==> config.mk <==
export PLATFORM = sky130hd
export DESIGN_NAME = serial_sum_collector
export DESIGN_NICKNAME = d
export VERILOG_FILES = /design/src/rtl/serial_sum_collector_pkg.sv /design/src/rtl/serial_sum_collector_sipo_shift_reg.sv /design/src/rtl/serial_sum_collector.sv
export SDC_FILE = /design/constraint.sdc
export NUM_CORES = 1
export LEC_CHECK = 0
export CAP_MARGIN = 40
export CORE_MARGIN = 1.5
export CORE_UTILIZATION = 40
export DETAILED_ROUTE_END_ITERATION = 7
export DONT_BUFFER_PORTS = 1
export PLACE_DENSITY = 0.57
export SYNTH_ARGS = -nofsm -noshare
export SYNTH_HDL_FRONTEND = slang
export SYNTH_SLANG_ARGS = --single-unit
==> constraint.sdc <==
create_clock -name clk -period 1.6 [get_ports clk]
set_input_delay 0.08 -clock clk [delete_from_list [all_inputs] [get_ports clk]]
set_output_delay 0.08 -clock clk [all_outputs]
set_load 0.1 [all_outputs]
==> src/rtl/serial_sum_collector_pkg.sv <==
// Shared types and constants for the serial sum collector.
// The optional parity output is enabled by defining SERIAL_SUM_PARITY_EN.
package serial_sum_collector_pkg;

    localparam int SER_WIDTH = 8;

    typedef enum logic [1:0] {
        IDLE    = 2'd0,
        COLLECT = 2'd1,
        HOLD    = 2'd2
    } state_t;

endpackage

==> src/rtl/serial_sum_collector_sipo_shift_reg.sv <==
// Serial-in/parallel-out shift register: shifts right, new bit enters the MSB.
// Synchronous clear has priority over shift; async active-low reset.
module sipo_shift_reg #(
    parameter int WIDTH = 8
) (
    input  logic             clk,
    input  logic             rst,
    input  logic             clr,
    input  logic             shift_en,
    input  logic             din,
    output logic [WIDTH-1:0] q
);

    logic [WIDTH-1:0] q_r;

    // Shift register state
    always_ff @(posedge clk or negedge rst) begin
        if (!rst) begin
            q_r <= '0;
        end else if (clr) begin
            q_r <= '0;
        end else if (shift_en) begin
            q_r <= {din, q_r[WIDTH-1:1]};
        end else begin
            q_r <= q_r;
        end
    end

    assign q = q_r;

endmodule

==> src/rtl/serial_sum_collector.sv <==
// Collects a bit-serial adder's sum (LSB first) into a parallel result with handshake.
// Define SERIAL_SUM_PARITY_EN to add the registered parity output.
module serial_sum_collector
    import serial_sum_collector_pkg::*;
#(
    parameter int WIDTH = SER_WIDTH
) (
    input  logic             clk,
    input  logic             rst,
    input  logic             start,
    input  logic             bit_valid,
    input  logic             sum_bit,
    input  logic             carry_bit,
    input  logic             out_ready,
    output logic [WIDTH-1:0] result,
    output logic             carry_out,
    output logic             out_valid,
    output logic             busy,
`ifdef SERIAL_SUM_PARITY_EN
    output logic             parity,
`endif
    output logic             overrun
);

    localparam int CW = (WIDTH > 1) ? $clog2(WIDTH) : 1;
    localparam logic [CW-1:0] LAST_IDX = CW'(WIDTH - 1);

    state_t           state_r, state_nxt_s;
    logic [CW-1:0]    cnt_r, cnt_nxt_s;
    logic             carry_r, carry_nxt_s;
    logic             ovr_r, ovr_nxt_s;
    logic             clr_s, shift_s, hold_entry_s;
    logic [WIDTH-1:0] shreg_q_s;

    sipo_shift_reg #(.WIDTH(WIDTH)) u_sipo (
        .clk      (clk),
        .rst      (rst),
        .clr      (clr_s),
        .shift_en (shift_s),
        .din      (sum_bit),
        .q        (shreg_q_s)
    );

    // Next-state and datapath control; start always wins over a same-cycle bit
    always_comb begin
        state_nxt_s  = state_r;
        cnt_nxt_s    = cnt_r;
        carry_nxt_s  = carry_r;
        ovr_nxt_s    = 1'b0;
        clr_s        = 1'b0;
        shift_s      = 1'b0;
        hold_entry_s = 1'b0;
        case (state_r)
            IDLE: begin
                if (start) begin
                    state_nxt_s = COLLECT;
                    clr_s       = 1'b1;
                    cnt_nxt_s   = '0;
                    carry_nxt_s = 1'b0;
                end else begin
                    state_nxt_s = IDLE;
                end
            end
            COLLECT: begin
                if (start) begin
                    clr_s       = 1'b1;
                    cnt_nxt_s   = '0;
                    carry_nxt_s = 1'b0;
                    ovr_nxt_s   = 1'b1;
                end else if (bit_valid) begin
                    shift_s = 1'b1;
                    if (cnt_r == LAST_IDX) begin
                        state_nxt_s  = HOLD;
                        carry_nxt_s  = carry_bit;
                        cnt_nxt_s    = '0;
                        hold_entry_s = 1'b1;
                    end else begin
                        cnt_nxt_s = cnt_r + CW'(1);
                    end
                end else begin
                    state_nxt_s = COLLECT;
                end
            end
            HOLD: begin
                if (out_ready) begin
                    if (start) begin
                        state_nxt_s = COLLECT;
                        clr_s       = 1'b1;
                        cnt_nxt_s   = '0;
                        carry_nxt_s = 1'b0;
                    end else begin
                        state_nxt_s = IDLE;
                    end
                end else if (start) begin
                    ovr_nxt_s = 1'b1;
                end else begin
                    state_nxt_s = HOLD;
                end
            end
            default: begin
                state_nxt_s = IDLE;
                clr_s       = 1'b1;
                cnt_nxt_s   = '0;
                carry_nxt_s = 1'b0;
            end
        endcase
    end

    // State, counter, carry and overrun registers
    always_ff @(posedge clk or negedge rst) begin
        if (!rst) begin
            state_r <= IDLE;
            cnt_r   <= '0;
            carry_r <= 1'b0;
            ovr_r   <= 1'b0;
        end else begin
            state_r <= state_nxt_s;
            cnt_r   <= cnt_nxt_s;
            carry_r <= carry_nxt_s;
            ovr_r   <= ovr_nxt_s;
        end
    end

`ifdef SERIAL_SUM_PARITY_EN
    function automatic logic calc_parity(input logic [WIDTH-1:0] data, input logic c);
        return (^data) ^ c;
    endfunction

    logic par_r;

    // Parity is formed from the value about to be registered on HOLD entry
    always_ff @(posedge clk or negedge rst) begin
        if (!rst) begin
            par_r <= 1'b0;
        end else if (clr_s) begin
            par_r <= 1'b0;
        end else if (hold_entry_s) begin
            par_r <= calc_parity({sum_bit, shreg_q_s[WIDTH-1:1]}, carry_bit);
        end else begin
            par_r <= par_r;
        end
    end

    assign parity = par_r;
`endif

    assign result    = shreg_q_s;
    assign carry_out = carry_r;
    assign out_valid = (state_r == HOLD);
    assign busy      = (state_r == COLLECT);
    assign overrun   = ovr_r;

endmodule

[Word level (Yosys, flattened, before mapping)]
Index checks and enable logic that the tools add are counted.
Widths: inputs -> output; s select.
Storage, ports and cells
  register bits: 15
  input port bits: 7
  output and inout port bits: 12
  word-level logic and storage cells: 50
Operators by class
  add/sub/neg operators: 1
  equal/unequal tests: 9
  mux-type cells: 29
  reduce and logical (&&, ||, !) cells: 6
Operators by type and width (number)
  $mux 8: 2
  $mux 3: 5
  $mux 1: 12
  $mux 2: 5
  $pmux 3 s3: 1
  $ne 3x2->1 const B: 2
  $ne 3x3->1 const B: 2
  $pmux 2 s3: 1
  $reduce_and 3->1: 2
  $ne 2x2->1 const B: 2
  $pmux 1 s2: 2
  $add 3x1->3 const B: 1
  $eq 3x3->1 const B: 1
  $pmux 1 s3: 1
  $eq 2x1->1 const B: 1
  $eq 2x2->1 const B: 1
  $logic_not 2->1: 1
  $reduce_and 2->1: 1
  $reduce_bool 2->1: 1
  $reduce_or 2->1: 1

[Logic depth before layout (Yosys ltp)]
Gate-level depths: netlist (run 1).
  word-level depth: 5
  depth in mapped cells: 6

[By module]
A second synthesis (run 1) with hierarchy kept.
Unflattened totals
  cells, all modules: 76
  area, all modules: 834.6 µm²
By module, submodules not included
  serial_sum_collector: times used 1, cells an instance 50, area an instance 509.2 µm²
  sipo_shift_reg: times used 1, cells an instance 26, area an instance 325.3 µm²

[Worst setup path after synthesis (run 1)]
No wires, ideal clock.
  path type: reg2reg
  start point: register state_r[1]
  end point: register cnt_r[0]
  setup time: 0.125 ns
  data arrival time: 2.086 ns
  path slack: -0.611 ns
  stages on the path, launching flop included: 7
  period minus slack after synthesis: 2.211 ns
  cells stage by stage: dfrtp_1 > inv_1 > ha_1 > nand2b_1 > a21oi_2 > a21oi_2 > mux2_4
On the way
  longest elaborated chain between the ends: 3
  elaborated cells between the ends (all ways): 7
  those cells by class: eq/ne (4); mux (1); reduce/logical (2)
Ends and longest elaborated chain
  start, declared: line serial_sum_collector.sv:28  | state_t state_r, state_nxt_s;
  start signal, assigned: line serial_sum_collector.sv:117  | state_r <= state_nxt_s;
  $eq 2x1->1 *
  net busy: line serial_sum_collector.sv:18  | output logic busy,
  $ne 3x3->1 (no source line)
  $reduce_and 2->1 (no source line)
  end signal, assigned: line serial_sum_collector.sv:118  | cnt_r <= cnt_nxt_s;
  end, declared: line serial_sum_collector.sv:29  | logic [CW-1:0] cnt_r, cnt_nxt_s;
Mark *: on every way through the listed nets, which the timed path passes. The rest lies on a longest branch.
A chain may end at the register's enable or synchronous reset.

[Worst setup path after layout (run 1)]
  start point: register state_r[0]
  end point: register cnt_r[1]
On the way
  longest elaborated chain between the ends: 3
  elaborated cells between the ends (all ways): 7
  those cells by class: eq/ne (4); mux (1); reduce/logical (2)
Ends and longest elaborated chain
  $eq 2x1->1 / $eq 2x2->1 (equally long branches): line serial_sum_collector.sv:53  | case (state_r)
  $ne 3x3->1 (no source line) / $ne 2x2->1 (equally long branches)
  $reduce_and 2->1 (no source line)
Parallel ways exist; a longest one is shown, timed or not.

==> results by group, run 1 <==
Status
  • Status: complete, no violations

Power and ir drop
  • Peak VDD IR: around 940 uV
  • Leak: 0.543 nW
  • Cell area power density: ~1700 nW/um2
  • Final Power: roughly 1.9 mW

Global route
  • First-pass GRT wire length: 3020 um
  • Busiest grt layer: met2
  • Grt total ovfl: 0
  • Pin count of the biggest net entering global routing: 16
  • Vias in the first global route: 678
  • Met1 GRT Util: 0.203
  • GRT Util Overall: 0.157
  • Met3 Use GR: 0.0303
  • M2 GR Usage: 0.262
  • Initial antenna violation count: 0

Synth
  • Syn Inst Count: 89
  • Ranking of synthesized cells by area: dfrtp_1 43%, ha_1 13%, nand2_1 6.9%
  • Post-synth top area cell: dfrtp_1
  • Net Count, Synth: around 110
  • Syn_area_per_cell: roughly 9.8 um2
  • Mapped Area: roughly 870 um2
  • YS warnings: 0
  • Seq/Total Area, Yosys: 0.430
  • Main synth FF type: dfrtp_1
  • Synth unique cells: 22
  • Number of synthesized flops with an enable pin: 0
  • Yosys top cell area share: 0.430
  • Ys async rst share: 1.00
  • Synth Register Bits: 15

Setup path
  • Crit-path max FO: 5
  • Most used cell, CP: a21oi_2
  • Reg2reg start: state_r[0]
  • CP startpoint kind: register
  • Worst setup endpoint: cnt_r[1]
  • R2r endpoint: cnt_r[1]
  • R2R depth: 6
  • Slowest cell on crit path: dfrtp_2
  • Crit. End Element: register
  • Setup slack, reg-to-reg: between 0.09 and 0.1 ns
  • Critical path arrival: about 1.7 ns
  • CP peak stage delay: 0.42 ns
  • Crit Path Class: reg -> reg
  • Critical path cell sequence: inv_2 > ha_1 > nor2_2 > a21oi_2 > a21oi_2 > mux2_4
  • Critical Path RT: 1.78 ns
  • Crit path from: state_r[0]

Clocking
  • Num Clock Sinks: 15
  • CTS tree: done
  • H-tree Lvls: 1
  • Clock transition at the registers of the reported paths: 0.10 ns
  • Clk root buf: clkbuf_4
  • CTS Buffer Depth: 2
  • Worst-skew pair later-pin latency: 0.28 ns
  • CTS buffer count: 3

Floorplanning
  • Die Y: 49.7 um
  • Die span in x: 49.7 um
  • Initial core utilization: 0.436
  • Num rows: 16
  • Core Footprint: between 2000 and 2500 um2
  • # IOs: 19
  • DIE AREA: 2470 um2

Min path
  • WHS Path Cells: 3
  • HP Class: in -> reg

Timing
  • # setup viols final: 0
  • Max Freq: 663 MHz
  • Period utilization: 0.942
  • Worst Skew: 0.00331 ns
  • Relative slew slack: 0.553
  • Final Hold Viols: 0
  • Worst Tran Pin Value: 0.668 ns
  • Slew Limit Fails: 0
  • RSZ-0062 raised after global routing: no
  • Post-layout min period: 1.51 ns

Cells and area
  • # diodes: 0
  • Layout cells sized above 1: 0.354
  • Commonest non-fill, non-tap cells in the layout: 18 x buf_4, 16 x nand2_1, 13 x dfrtp_1, 11 x a21oi_1, 9 x nand3_1
  • Core Util, Final: 0.573
  • Leading cell type in the layout, fill and taps excluded: buf_4
  • Nets: 130
  • Synth-to-Final Area Change: 31.2%
  • Multi-input gate area: ~500 um2
  • Register area: 378 um2
  • Fill count: 194
  • Final Non-Filler Cells: 140

Detailed routing
  • Drt initial violations: 15
  • Wire per inst: between 10 and 15 um
  • Final wirelength: 1800 um
  • First-pass detailed-route iteration total: 4
  • Routed Antenna Nets: 0
  • Via count: around 710
  • # DRC: 0
  • Via density: 5.09

Placement
  • Placer congestion estimate: a little under 0.8
  • HPWL Detailed: 1300 um
  • # port buffers: 0
  • Placed Instances: 130

Job
  • Total of max-cap violations: 0
[cell usage after synthesis (2+ instances only)]
cell type,n
nand3_1,9
nand2_1,16
mux2_1,2
mux2i_1,2
mux2_4,2
dfrtp_1,15
nor2_1,2
nor3b_1,2
a21oi_2,3
buf_4,2
a21oi_1,11
inv_1,5
ha_1,9
[area by class of cell]
class,count,area share
Multi-Input combinational cell,65,0.436
Sequential cell,15,0.330
Timing Repair Buffer,23,0.162
Tap cell,27,0.0295
Clock buffer,3,0.0197
Inverter,6,0.0197
Clock inverter,1,0.00437
[cell families (layout without fill, tap and decap cells)]
logic type	Yosys count	in the layout	synth area share
DFF	15	15	0.430
muxes	6	6	0.0831
AOI/OAI and AO/OA	17	17	0.125
buffers and inverters	9	33	0.0559
and+or+nand+nor	33	33	0.178
adders and majority gates	9	9	0.129
[sequential cells by signal (all words and copies together) (netlist names)]
signal and count:
carry_out 1, cnt_r 3, overrun 1, state_r 2, u_sipo.q 8
[worst min path at each step]
stage | startpoint | end | slack (ns)
after detailed placement | rst | cnt_r[0] | -0.22
after global routing | out_ready | overrun | 0.08
final | out_ready | overrun | 0.07
after global placement | rst | cnt_r[1] | -0.22
after CTS | out_ready | overrun | 0.07
after floorplan | rst | carry_out | -0.22
[critical path, delay by kind of cell (launching register included)]
family | cells | cell delay [ns]
simple gates | 1 | 0.10
flops | 1 | 0.42
fa+ha+maj | 1 | 0.22
buf+inv | 1 | 0.08
mux | 1 | 0.32
compound gates | 2 | 0.26
[per-layer routing]
metal,wire length (um),part of all wire,up-vias
met5,0,0,-
met4,13,0.0072,0
met3,89,0.049,2
met2,911,0.51,18
met1,785,0.44,340
li1,-,-,353
[where the power goes]
part	switching [mW]	internal (mW)
logic	0.732	0.440
registers	0.0615	0.445
clock network	0.131	0.0928
[repair_timing]
action / CTS / global route
setup buffers: 0 / 1
hold buffers: 5 / 0
endpoints found under the hold margin: 25 / 0
setup endpoints to repair: 0 / 5
gates resized for setup: 0 / 6
[per-stage QoR]
step	TNS, ns	area, um2	hold WS [ns]	worst slack, ns
5_1_grt	0	1150	0.0823	0.0134
6_report	0	1150	0.0727	0.0925
2_1_floorplan	-0.0479	901	-0.216	-0.0240
4_1_cts	0	1110	0.0696	0.00538
3_3_place_gp	0	1040	-0.215	0.0500
3_5_place_dp	0	1040	-0.215	0.0230
Power figures use the tool's default switching activity.
==> run 2, diff against run 1 <==
--- a/config.mk
+++ b/config.mk
@@ -6,7 +6,7 @@
 export NUM_CORES = 1
 export LEC_CHECK = 0
 export CAP_MARGIN = 40
-export CORE_MARGIN = 1.5
+export CORE_MARGIN = 8
 export CORE_UTILIZATION = 40
 export DETAILED_ROUTE_END_ITERATION = 7
 export DONT_BUFFER_PORTS = 1
==> run 2 against run 1 <==
Compared with the run above: routed wire length increased by 13%; fmax decreased by 0.90%; power increased by 2.0%; via count decreased by 1.3%; combinational power increased by 3%; highest routed layer unchanged.
==> results by group, run 2 (same netlist as run 1, synthesis figures left out) <==
Cells and area
  • Commonest non-fill, non-tap cells in the layout: 20 x buf_4, 16 x nand2_1, 13 x dfrtp_1, 11 x a21oi_1, 9 x nand3_1
  • # diodes: 0
  • Register area: 378 um2
  • Leading cell type in the layout, fill and taps excluded: buf_4
  • Largest register FFs: 8
  • Fill count: 203
  • Multi-input gate area: around 500 um2
  • Layout cells sized above 1: 0.383
  • Nets: 132
  • Synth-to-Final Area Change: 33.4%

Detailed routing
  • DRT met1 WL: 887 um
  • Routed Antenna Nets: 0
  • Via density: 4.92
  • Drt initial violations: 4
  • Wire per inst: about 14 um
  • # DRC: 0
  • First-pass detailed-route iteration total: 3
  • Via count: 704
  • Top routing layer used: met4
  • WL met3: 50 um
  • Final wirelength: 2040 um
  • Met2 wire len: 1090 um

Setup path
  • Crit Path Class: reg -> reg
  • Most used cell, CP: a21oi_2
  • Worst setup endpoint: cnt_r[0]
  • Setup slack, reg-to-reg: about 0.08 ns
  • Slowest cell on crit path: dfrtp_2
  • Critical path arrival: about 1.7 ns
  • Reg2reg start: state_r[0]
  • CP startpoint kind: register
  • Crit. End Element: register
  • Crit-path max FO: 4
  • Crit path from: state_r[0]
  • R2r endpoint: cnt_r[0]
  • Critical path cell sequence: buf_4 > ha_4 > nand2b_4 > a21oi_2 > a21oi_2 > mux2_4
  • CP peak stage delay: 0.44 ns
  • R2R depth: 6
  • Critical Path RT: 1.78 ns

Timing
  • Worst Tran Pin Value: slightly below 0.7 ns
  • Period utilization: 0.951
  • Final Hold Viols: 0
  • Setup TNS: 0 ns
  • Max Freq: roughly 660 MHz
  • Post-layout min period: about 1.5 ns
  • Worst Skew: 0.00434 ns
  • WHS: 0.00167 ns
  • RSZ-0062 raised after global routing: no
  • Slew Limit Fails: 0
  • # setup viols final: 0
  • Relative slew slack: 0.538

Floorplanning
  • Initial core utilization: 0.411
  • Core Footprint: 2130 um2
  • Die Y: 62.7 um
  • Die span in x: 62.7 um
  • DIE AREA: around 4000 um2
  • # IOs: 19
  • Num rows: 17

Global route
  • First-pass GRT wire length: 3500 um
  • Pin count of the biggest net entering global routing: 16
  • Grt total ovfl: 0
  • Initial antenna violation count: 0
  • GRT Util Overall: 0.106
  • Vias in the first global route: 759

Clocking
  • CTS tree: done
  • H-tree Lvls: 1
  • Num Clock Sinks: 15
  • CTS buffer count: 3
  • CTS Buffer Depth: 2
  • Clock transition at the registers of the reported paths: approximately 0.1 ns
  • Clk root buf: clkbuf_4
  • Worst-skew pair later-pin latency: 0.28 ns

Power and ir drop
  • P_int: approximately 1.0 mW
  • Switch Pwr: 0.928 mW
  • Cell area power density: 1670 nW/um2
  • Clock power frac: 0.115
  • Leak: 0.554 nW
  • Switch share: 0.478
  • Reg power frac: 0.260
  • Peak VDD IR: 1140 uV
  • Combinational power share: 0.625

Placement
  • HPWL Detailed: ~1500 um
  • # port buffers: 0
  • Placer congestion estimate: 0.792

Min path
  • Hold_sp: start
  • HP Class: in -> reg

Status
  • Status: complete, no violations

Job
  • Total of max-cap violations: 0
## run 2: changes by cell type in the layout (fill, tap and decap cells not counted)
cell / change
ha_1: -1
a211oi_1: -1
inv_1: +1
buf_4: +2
ha_2: +2
inv_2: -1
ha_4: -1
nor3b_1: -1
nor3b_2: +1
a211oi_2: +1
## run 2: final cells by class
class | instances | share of cell area
Multi-Input combinational cell | 65 | 0.431
Sequential cell | 15 | 0.324
Timing Repair Buffer | 25 | 0.172
Tap cell | 28 | 0.0301
Clock buffer | 3 | 0.0193
Inverter | 6 | 0.0193
Clock inverter | 1 | 0.00430
## run 2: power by group through the flow
stage	Sequential [mW]	Combinational [mW]	Clock (mW)
global placement	0.511	1.11	0
floorplan	0.650	0.721	0
global route	0.510	1.30	0.244
finish	0.505	1.21	0.222
CTS	0.504	1.18	0.229
detailed placement	0.517	1.12	0
## run 2: through the flow
stage / instances / power [mW] / setup slack (ns) / instance area [um2] / utilization
global placement: 133 / 1.62 / -0.0228 / 1050 / 0.495
floorplan: 89 / 1.37 / -0.0240 / 901 / -
CTS: 143 / 1.91 / 0.0120 / 1140 / 0.537
detailed placement: 133 / 1.64 / -0.0663 / 1050 / 0.495
finish: 143 / 1.94 / 0.0787 / 1160 / 0.548
global route: 143 / 2.05 / 0.00659 / 1160 / 0.548
## run 2: worst min-delay path by stage
stage | cells past startpoint | end
5_1_grt | 3 | cnt_r[2]
3_5_place_dp | 0 | cnt_r[1]
6_report | 3 | cnt_r[2]
3_3_place_gp | 0 | cnt_r[0]
2_1_floorplan | 0 | carry_out
4_1_cts | 3 | cnt_r[2]
## run 2: routing by layer
metal  vias up  global-route usage
li1        355                   -
met1       341               0.123
met2         6               0.191
met3         2              0.0251
met4         0              0.0256
met5         -                   0
## run 2: timing repair
| action | 4_1_cts | 5_1_grt |
|---|---|---|
| pin swaps | 0 | 1 |
| gates resized for setup | 1 | 6 |
| endpoints found under the setup margin | 2 | 6 |
| endpoints found under the hold margin | 25 | 0 |
| buffers inserted | 1 | 0 |
| hold buffers | 5 | 0 |
## run 2: critical path, delay by kind of cell, from the launching register on
kind	cells	cell delay (ns)
flops	1	0.44
simple gates	1	0.06
mux	1	0.32
buf+inv	1	0.15
compound gates	2	0.26
fa+ha+maj	1	0.17
==> run 3, diff against run 2 <==
--- a/config.mk
+++ b/config.mk
@@ -10,7 +10,7 @@
 export CORE_UTILIZATION = 40
 export DETAILED_ROUTE_END_ITERATION = 7
 export DONT_BUFFER_PORTS = 1
-export PLACE_DENSITY = 0.57
+export PLACE_DENSITY = 0.55
 export SYNTH_ARGS = -nofsm -noshare
 export SYNTH_HDL_FRONTEND = slang
 export SYNTH_SLANG_ARGS = --single-unit
==> constraint.sdc (replaced) <==
create_clock -name clk -period 1.9 [get_ports clk]
set_input_delay 0.095 -clock clk [delete_from_list [all_inputs] [get_ports clk]]
set_output_delay 0.095 -clock clk [all_outputs]
set_load 0.1 [all_outputs]
==> run 3 against run 2 <==
Compared with the run above: combinational power shrank 32%; die area is the same; critical path depth is the same; register-to-register slack gained 0.11 ns; sequential cell count is the same; clock-buffer cell count grew 1; critical path type unchanged.
==> results by group, run 3 (same netlist as run 1, synthesis figures left out) <==
Placement
  • # port buffers: 0
  • Placer congestion estimate: between 0.8 and 0.9
  • Post-place setup slack: 0.199 ns
  • HPWL Detailed: 1410 um
  • Placed Instances: 127

Detailed routing
  • First-pass detailed-route iteration total: 4
  • Final wirelength: around 1900 um
  • # DRC: 0
  • Drt initial violations: 11
  • Via count: 671
  • Top routing layer used: met4
  • Via density: 4.93
  • Routed Antenna Nets: 0
  • WL met3: between 100 and 150 um
  • DRT met1 WL: 807 um
  • Wire per inst: 13.8 um
  • Met2 wire len: 930 um

Power and ir drop
  • P_int: 0.717 mW
  • Cell area power density: roughly 1300 nW/um2
  • Switch Pwr: roughly 0.71 mW
  • Clock power frac: 0.126
  • Leak: 0.512 nW
  • Peak VDD IR: around 640 uV
  • Reg power frac: 0.298
  • Combinational power share: 0.577
  • Switch share: 0.498

Cells and area
  • Leading cell type in the layout, fill and taps excluded: nand2_1
  • Nets: 125
  • Largest register FFs: 8
  • # diodes: 0
  • Synth-to-Final Area Change: 21.5%
  • Layout cells sized above 1: 0.241
  • Commonest non-fill, non-tap cells in the layout: 16 x nand2_1, 15 x dfrtp_1, 13 x buf_4, 11 x a21oi_1, 9 x nand3_1
  • Final Non-Filler Cells: 136
  • Fill count: 212

Setup path
  • Most used cell, CP: a21oi_2
  • Critical path cell sequence: inv_1 > ha_1 > nor2_1 > a21oi_2 > a21oi_2 > mux2_4
  • R2r endpoint: cnt_r[1]
  • Critical Path RT: 2.08 ns
  • R2R depth: 6
  • CP peak stage delay: between 0.4 and 0.5 ns
  • Crit. End Element: register
  • Slowest cell on crit path: dfrtp_1
  • Setup slack, reg-to-reg: 0.19 ns
  • Critical path arrival: approximately 1.9 ns
  • Crit Path Class: reg -> reg
  • Crit-path max FO: 6
  • CP startpoint kind: register
  • Reg2reg start: state_r[0]

Floorplanning
  • Core Footprint: 2130 um2
  • Die span in x: 62.7 um
  • Initial core utilization: 0.411
  • Num rows: 17
  • DIE AREA: 3930 um2
  • Die Y: 62.7 um
  • # IOs: 19

Global route
  • GRT Util Overall: 0.104
  • Grt total ovfl: 0
  • Vias in the first global route: about 730
  • Pin count of the biggest net entering global routing: 16
  • Initial antenna violation count: 0
  • First-pass GRT wire length: 3370 um

Timing
  • Period utilization: 0.902
  • Slew Limit Fails: 0
  • Worst Tran Pin Value: around 0.68 ns
  • Setup TNS: 0 ns
  • Post-layout min period: 1.71 ns
  • Fin worst setup slack: 0.185 ns
  • Relative slew slack: 0.547
  • RSZ-0062 raised after global routing: no
  • # setup viols final: 0
  • Max Freq: slightly below 600 MHz
  • Worst Skew: a little over 0.01 ns
  • Final Hold Viols: 0

Clocking
  • Worst-skew pair later-pin latency: 0.29 ns
  • CTS Buffer Depth: 2
  • CTS buffer count: 3
  • Clock transition at the registers of the reported paths: ~0.090 ns
  • Clk root buf: clkbuf_4
  • H-tree Lvls: 1
  • CTS tree: done
  • Num Clock Sinks: 15

Min path
  • HP Class: in -> reg
  • Hold Path End: overrun
  • Hold_sp: out_ready
  • WHS Path Cells: 3

Status
  • Status: complete, no violations

Job
  • Total of max-cap violations: 0
-- run 3: cell types whose count changed in the layout (fill, tap and decap cells not counted), sizes merged --
cell	delta
buf	-7
clkinv	-1
clkbuf	+1
-- run 3: final cells by class --
| type | count | area (um2) | area share |
|---|---|---|---|
| Inverter | 6 | 22.5 | 0.0212 |
| Sequential cell | 15 | 375 | 0.354 |
| Multi-Input combinational cell | 65 | 454 | 0.428 |
| Timing Repair Buffer | 18 | 148 | 0.139 |
| Clock buffer | 4 | 26.3 | 0.0248 |
| Tap cell | 28 | 35.0 | 0.0330 |
-- run 3: timing repair --
action                                 CTS  global route
endpoints found under the hold margin   26             0
resized for setup                        0             0
buffers inserted                         0             0
hold buffers                             5             0
-- run 3: how the worst max path moves through the flow --
| stage | startpoint | end | slack [ns] | cells past startpoint |
|---|---|---|---|---|
| finish | state_r[0] | cnt_r[1] | 0.19 | 6 |
| global route | state_r[0] | cnt_r[1] | 0.08 | 6 |
| CTS | state_r[0] | cnt_r[1] | 0.20 | 6 |
| detailed placement | state_r[0] | cnt_r[1] | 0.20 | 6 |
| global placement | state_r[0] | cnt_r[1] | 0.26 | 6 |
| floorplan | state_r[1] | cnt_r[0] | 0.02 | 6 |
-- run 3: layer usage --
layer	vias up	global-route usage
met4	0	0.0171
li1	339	-
met5	-	0
met1	312	0.102
met3	2	0.0502
met2	18	0.195
-- run 3: critical path: cells and delay by family (launching register included) --
family / cells / cell delay, ns
and+or+nand+nor: 1 / 0.16
adders and majority gates: 1 / 0.26
muxes: 1 / 0.33
DFF: 1 / 0.44
buffers and inverters: 1 / 0.11
AOI/OAI and AO/OA: 2 / 0.31
-- run 3: through the flow --
| stage | hold slack, ns | power, mW | cell area, um2 | util |
|---|---|---|---|---|
| CTS | 0.0809 | 1.45 | 1060 | 0.499 |
| floorplan | -0.201 | 1.10 | 878 | - |
| global placement | -0.200 | 1.23 | 985 | 0.463 |
| detailed placement | -0.200 | 1.24 | 985 | 0.463 |
| global route | 0.103 | 1.52 | 1060 | 0.499 |
| finish | 0.0901 | 1.43 | 1060 | 0.499 |
-- run 3: power groups by stage --
stage / sequential (mW) / combinational, mW / clock (mW)
finish: 0.425 / 0.823 / 0.179
CTS: 0.426 / 0.827 / 0.193
global route: 0.433 / 0.888 / 0.200
global placement: 0.428 / 0.797 / 0
floorplan: 0.532 / 0.567 / 0
detailed placement: 0.433 / 0.807 / 0
